[config.mk]
export PLATFORM = sky130hd
export DESIGN_NAME = rr_decoder_arbiter
export DESIGN_NICKNAME = d
export VERILOG_FILES = /design/src/rtl/arb_pkg.sv /design/src/rtl/rr_pick.sv /design/src/rtl/rr_decoder_arbiter.sv
export SDC_FILE = /design/constraint.sdc
export NUM_CORES = 1
export LEC_CHECK = 0
export ABC_AREA = 1
export CAP_MARGIN = 20
export CORE_MARGIN = 3
export CORE_UTILIZATION = 30
export CTS_CLUSTER_DIAMETER = 50
export DETAILED_ROUTE_END_ITERATION = 8
export GPL_TIMING_DRIVEN = 1
export PLACE_DENSITY = 0.57
export SETUP_SLACK_MARGIN = 0.5
export SYNTH_ARGS = -nofsm -noshare
export SYNTH_HDL_FRONTEND = slang
export SYNTH_HIERARCHICAL = 1
export SYNTH_SLANG_ARGS = --single-unit
[constraint.sdc]
create_clock -name clk -period 1.7 [get_ports clk]
set_input_delay 0.34 -clock clk [delete_from_list [all_inputs] [get_ports clk]]
set_output_delay 0.34 -clock clk [all_outputs]
set_load 0.01 [all_outputs]
[src/rtl/arb_pkg.sv]
// Shared types and sizes for the round-robin decoder arbiter.
// Imported by rr_pick and rr_decoder_arbiter.
package arb_pkg;

  localparam int NUM_REQ = 4;
  localparam int IDX_W   = 2;

  typedef enum logic {
    IDLE  = 1'b0,
    GRANT = 1'b1
  } arb_state_t;

endpackage

[src/rtl/rr_pick.sv]
// Combinational round-robin pick: rotate by ptr,
// priority-encode the lowest set bit, un-rotate.
module rr_pick
  import arb_pkg::*;
(
  input  logic [NUM_REQ-1:0] req,
  input  logic [IDX_W-1:0]   ptr,
  output logic [IDX_W-1:0]   idx,
  output logic               valid
);

  logic [2*NUM_REQ-1:0] w_dbl;
  logic [NUM_REQ-1:0]   w_rot;
  logic [IDX_W-1:0]     w_off;

  // bit i of w_rot is requester (ptr+i) mod 4
  assign w_dbl = {req, req} >> ptr;
  assign w_rot = w_dbl[NUM_REQ-1:0];

  // smallest distance from ptr wins
  always_comb begin
    w_off = '0;
    for (int i = NUM_REQ - 1; i >= 0; i--) begin
      if (w_rot[i]) w_off = IDX_W'(i);
    end
  end

  assign idx   = ptr + w_off;
  assign valid = |req;

endmodule

[src/rtl/rr_decoder_arbiter.sv]
// Round-robin arbiter driving a 2-to-4 decoder's address/enable.
// Optional tenure limit enabled by defining ARB_TIMEOUT_EN.
module rr_decoder_arbiter
  import arb_pkg::*;
#(
  parameter int HOLD_MAX = 8,
  parameter int CNT_W    = 8
)(
  input  logic               clk,
  input  logic               reset,
  input  logic [NUM_REQ-1:0] req,
  output logic               address0,
  output logic               address1,
  output logic               enable,
  output logic               busy
);

  arb_state_t       r_state;
  arb_state_t       w_state_nxt;
  logic [IDX_W-1:0] r_ptr;
  logic [IDX_W-1:0] w_ptr_nxt;
  logic [IDX_W-1:0] r_addr;
  logic [IDX_W-1:0] w_addr_nxt;
  logic             r_en;
  logic             r_busy;
  logic             w_grant_nxt;
  logic [IDX_W-1:0] w_pick_idx;
  logic             w_pick_valid;
  logic             w_owner_req;
  logic             w_timeout;

  rr_pick u_pick (
    .req   (req),
    .ptr   (r_ptr),
    .idx   (w_pick_idx),
    .valid (w_pick_valid)
  );

  assign w_owner_req = req[r_addr];

`ifdef ARB_TIMEOUT_EN
  logic [CNT_W-1:0] r_cnt;

  // tenure counter: zero in IDLE, counts GRANT cycles
  always_ff @(posedge clk) begin
    if (reset) begin
      r_cnt <= '0;
    end else if (r_state == IDLE) begin
      r_cnt <= '0;
    end else begin
      r_cnt <= r_cnt + 1'b1;
    end
  end

  assign w_timeout = (r_cnt == CNT_W'(HOLD_MAX - 1));
`else
  logic w_unused_cfg;

  assign w_unused_cfg = ^{HOLD_MAX[0], CNT_W[0]};
  assign w_timeout    = 1'b0;
`endif

  // next-state, next pointer and next address
  always_comb begin
    w_state_nxt = r_state;
    w_ptr_nxt   = r_ptr;
    w_addr_nxt  = r_addr;
    unique case (r_state)
      IDLE: begin
        if (w_pick_valid) begin
          w_state_nxt = GRANT;
          w_addr_nxt  = w_pick_idx;
        end
      end
      GRANT: begin
        if (!w_owner_req || w_timeout) begin
          w_state_nxt = IDLE;
          w_ptr_nxt   = r_addr + 1'b1;
        end
      end
      default: begin
        w_state_nxt = IDLE;
      end
    endcase
    w_grant_nxt = (w_state_nxt == GRANT);
  end

  // state, pointer and registered decoder outputs
  always_ff @(posedge clk) begin
    if (reset) begin
      r_state <= IDLE;
      r_ptr   <= '0;
      r_addr  <= '0;
      r_en    <= 1'b0;
      r_busy  <= 1'b0;
    end else begin
      r_state <= w_state_nxt;
      r_ptr   <= w_ptr_nxt;
      r_addr  <= w_addr_nxt;
      r_en    <= w_grant_nxt;
      r_busy  <= w_grant_nxt;
    end
  end

  assign address0 = r_addr[0];
  assign address1 = r_addr[1];
  assign enable   = r_en;
  assign busy     = r_busy;

endmodule

==> metrics.md <==
| Metric | Value |
|---|---|
| Synthesized area per cell | `around 5.8 um2` |
| I/O Pins | `10` |
| DRT Wirelength | `1290 um` |
| RePlAce Congestion | `between 0.8 and 0.9` |
| Clock Skew | `around 0.0027 ns` |
| Mean number of vias per cell | `between 5 and 6` |
| Post-layout nets | `roughly 100` |
| Maximum buffer depth of the clock tree | `2` |
| Hold WC Path Type | `reg2reg` |
| Setup TNS Final | `0 ns` |
| CORE AREA | `between 1000 and 1500 um2` |
| Nature of the critical path endpoint | `flop` |
| Area after DPL | `around 560 um2` |
| Slew margin rel. | `between 90% and 100%` |
| Maxcap violations | `0` |
| DRC | `0` |
| Root buf cell | `clkbuf_4` |
| Gr ovfl total | `0` |
| Die area | `approximately 1900 um2` |
| Outcome | `completed` |
| Slew Viols, Final | `0` |
| Initial Util | `between 30% and 40%` |
| Cell area after layout | `roughly 720 um2` |
| CTS hold repair buffers | `0` |
| Die H | `43.2 um` |
| YS warnings | `6` |
| Startpoint class of the critical path | `flop` |
| TritonRoute pass-1 iters | `4` |
| RSZ-0062 raised after global routing | `yes` |
| Worst EP required | `between 1.5 and 2 ns` |
| Antenna-violating nets left | `0` |
| Fmax | `just over 600 MHz` |
| # diodes | `0` |
| Post-Synthesis Cells | `71` |
| Synth cell types | `17` |
| Leakage | `approximately 0.36 nW` |
| Clock Latency Late Sink | `around 0.25 ns` |
| CTS buffer count | `3` |
| Starting DRT DRC Count | `11` |
| Yosys reg bits | `5` |
| CTS tree | `yes` |
| Antenna violations before repair | `0` |
| CTS sink cnt | `5` |
| Die span in x | `around 43 um` |
| Final Setup Violations | `0` |
| H-tree levels | `1` |
| Number of global-route vias before repair | `468` |
| Worst Path Max Fanout | `6` |
| P per Cell Area | `about 1100 nW/um2` |
| Endpoints failing hold | `0` |
| Max VDD drop | `0.867 mV` |
| Synthesized area | `around 410 um2` |
| Measured slew at the worst slew-check pin | `roughly 0.14 ns` |
| Share of post-route cells with drive strength above 1 | `between 50% and 60%` |
| Met3 Wirelength | `between 80 and 90 um` |
| FP Rows | `12` |
| Sequential area share after synthesis | `around a quarter` |
| Largest net degree at the start of global routing | `7` |
| Metal2 WL | `about 620 um` |
| Mapped Nets | `between 70 and 80` |
| Final period utilization | `96.8%` |
| Post-layout min period | `roughly 1.6 ns` |
| Via count of the routed design | `between 500 and 600` |
| Uppermost routed layer | `met4` |
| Post-detail-place hpwl | `774 um` |
| Drt wl/cell | `roughly 12 um` |
| CP Class | `reg2reg` |
| Crit path DAT | `~1.8 ns` |
| WL met1 | `~530 um` |
| Clk slew on worst S/H paths | `roughly 0.050 ns` |
| P&R area growth vs syn | `73.1%` |
| Overall Global Routing Usage | `roughly 14%` |
| First-pass GRT wire length | `approximately 1900 um` |
| IO buf count | `9` |
area by class of cell:
type                            instances  area [um2]
Inverter                               10        43.8
Timing Repair Buffer                   20         159
Clock buffer                            4        26.3
Sequential cell                         5         113
Fill cell                             119         484
Multi-Input combinational cell         55         358
Tap cell                               14        17.5
power breakdown:
part           switching (mW)  total [mW]  internal (mW)
combinational           0.220       0.419          0.199
sequential             0.0449       0.194          0.149
clock                  0.0547       0.144         0.0891
total                   0.320       0.757          0.437
stage by stage:
step | instances | util [%] | setup WS, ns | total power, mW | hold WS [ns]
after global placement | 99 | 46.9 | -0.400 | 0.489 | 0.527
after CTS | 107 | 53.2 | 0.0318 | 0.688 | 0.481
after floorplan | 71 | - | 0.124 | 0.384 | 0.515
final | 108 | 59.7 | 0.0550 | 0.757 | 0.528
after detailed placement | 99 | 46.9 | -0.426 | 0.491 | 0.527
after global routing | 108 | 59.7 | -0.0743 | 0.815 | 0.553
layer usage:
metal  track usage [%]  up-vias
met1              14.1      241
met4              15.1        0
li1                  -      278
met2              23.0       18
met5                 0        -
met3              3.81        6
logic make-up (layout without fill, tap and decap cells):
family / Yosys count / count (layout) / share of synthesized area (%)
simple gates: 45 / 45 / 48.3
buf+inv: 11 / 34 / 11.2
compound gates: 7 / 7 / 9.06
flops: 5 / 5 / 24.2
xor+xnor: 2 / 2 / 4.23
fa+ha+maj: 1 / 1 / 3.02
synthesized netlist by cell type:
cell type	number	share of area, %
nand2_1	25	23
nand3_1	11	13
inv_2	6	5.4
dfxtp_1	5	24
nor2_1	4	3.6
a21oi_1	3	3.6
inv_1	3	2.7
nand2_2	3	4.5
o21ai_1	2	2.4
xor2_1	2	4.2
a21boi_1	1	1.8
buf_4	1	1.8
clkinv_2	1	1.2
ha_1	1	3.0
nand3_2	1	2.4
o21ai_0	1	1.2
or4_1	1	1.8
what timing repair did:
item                                    CTS  global route
cloned                                    0             0
buffers inserted                          4             1
endpoints found under the hold margin     0             0
gates resized for setup                  34            26
endpoints found under the setup margin    9             6
pin swaps                                11             9
flip-flops by register name, indices dropped and copies added, names as in the netlist:
signal,cells
r_addr,2
busy,1
r_ptr,2
worst max-delay path, stage by stage, from the launching register on:
cell and delay (ns):
dfxtp_4 0.40, inv_6 0.06, nand2_4 0.06, nand3_2 0.06, nand2_2 0.08, nand3_2 0.07, a21boi_2 0.17, ha_4 0.15
xor2_2 0.15, inv_1 0.05, nand3_1 0.06, nand2_1 0.05, o21ai_1 0.13, a21oi_1 0.05
worst paths after layout:
kind,startpoint,end,slack (ns),cells past startpoint
max reg2reg,r_ptr[0]$_SDFFE_PP0P_,r_addr[1]$_SDFFE_PP0P_,0.05,13
min reg2reg,r_addr[1]$_SDFFE_PP0P_,r_addr[1]$_SDFFE_PP0P_,0.53,2
min,r_addr[1]$_SDFFE_PP0P_,r_addr[1]$_SDFFE_PP0P_,0.53,2
max,r_ptr[0]$_SDFFE_PP0P_,r_addr[1]$_SDFFE_PP0P_,0.05,13
cell usage in the layout, fill, tap and decap left out, types with 2 or more instances in the layout:
cell type / instances
clkbuf_4: 3
dfxtp_4: 3
nor2_1: 4
buf_4: 10
nand3_2: 6
nand2_2: 6
o21ai_1: 2
inv_1: 3
nand3_1: 6
nand2_4: 2
buf_2: 3
a21oi_1: 2
buf_6: 3
nand2_1: 20
inv_2: 5
No activity file was read; power rests on OpenSTA's default activity.
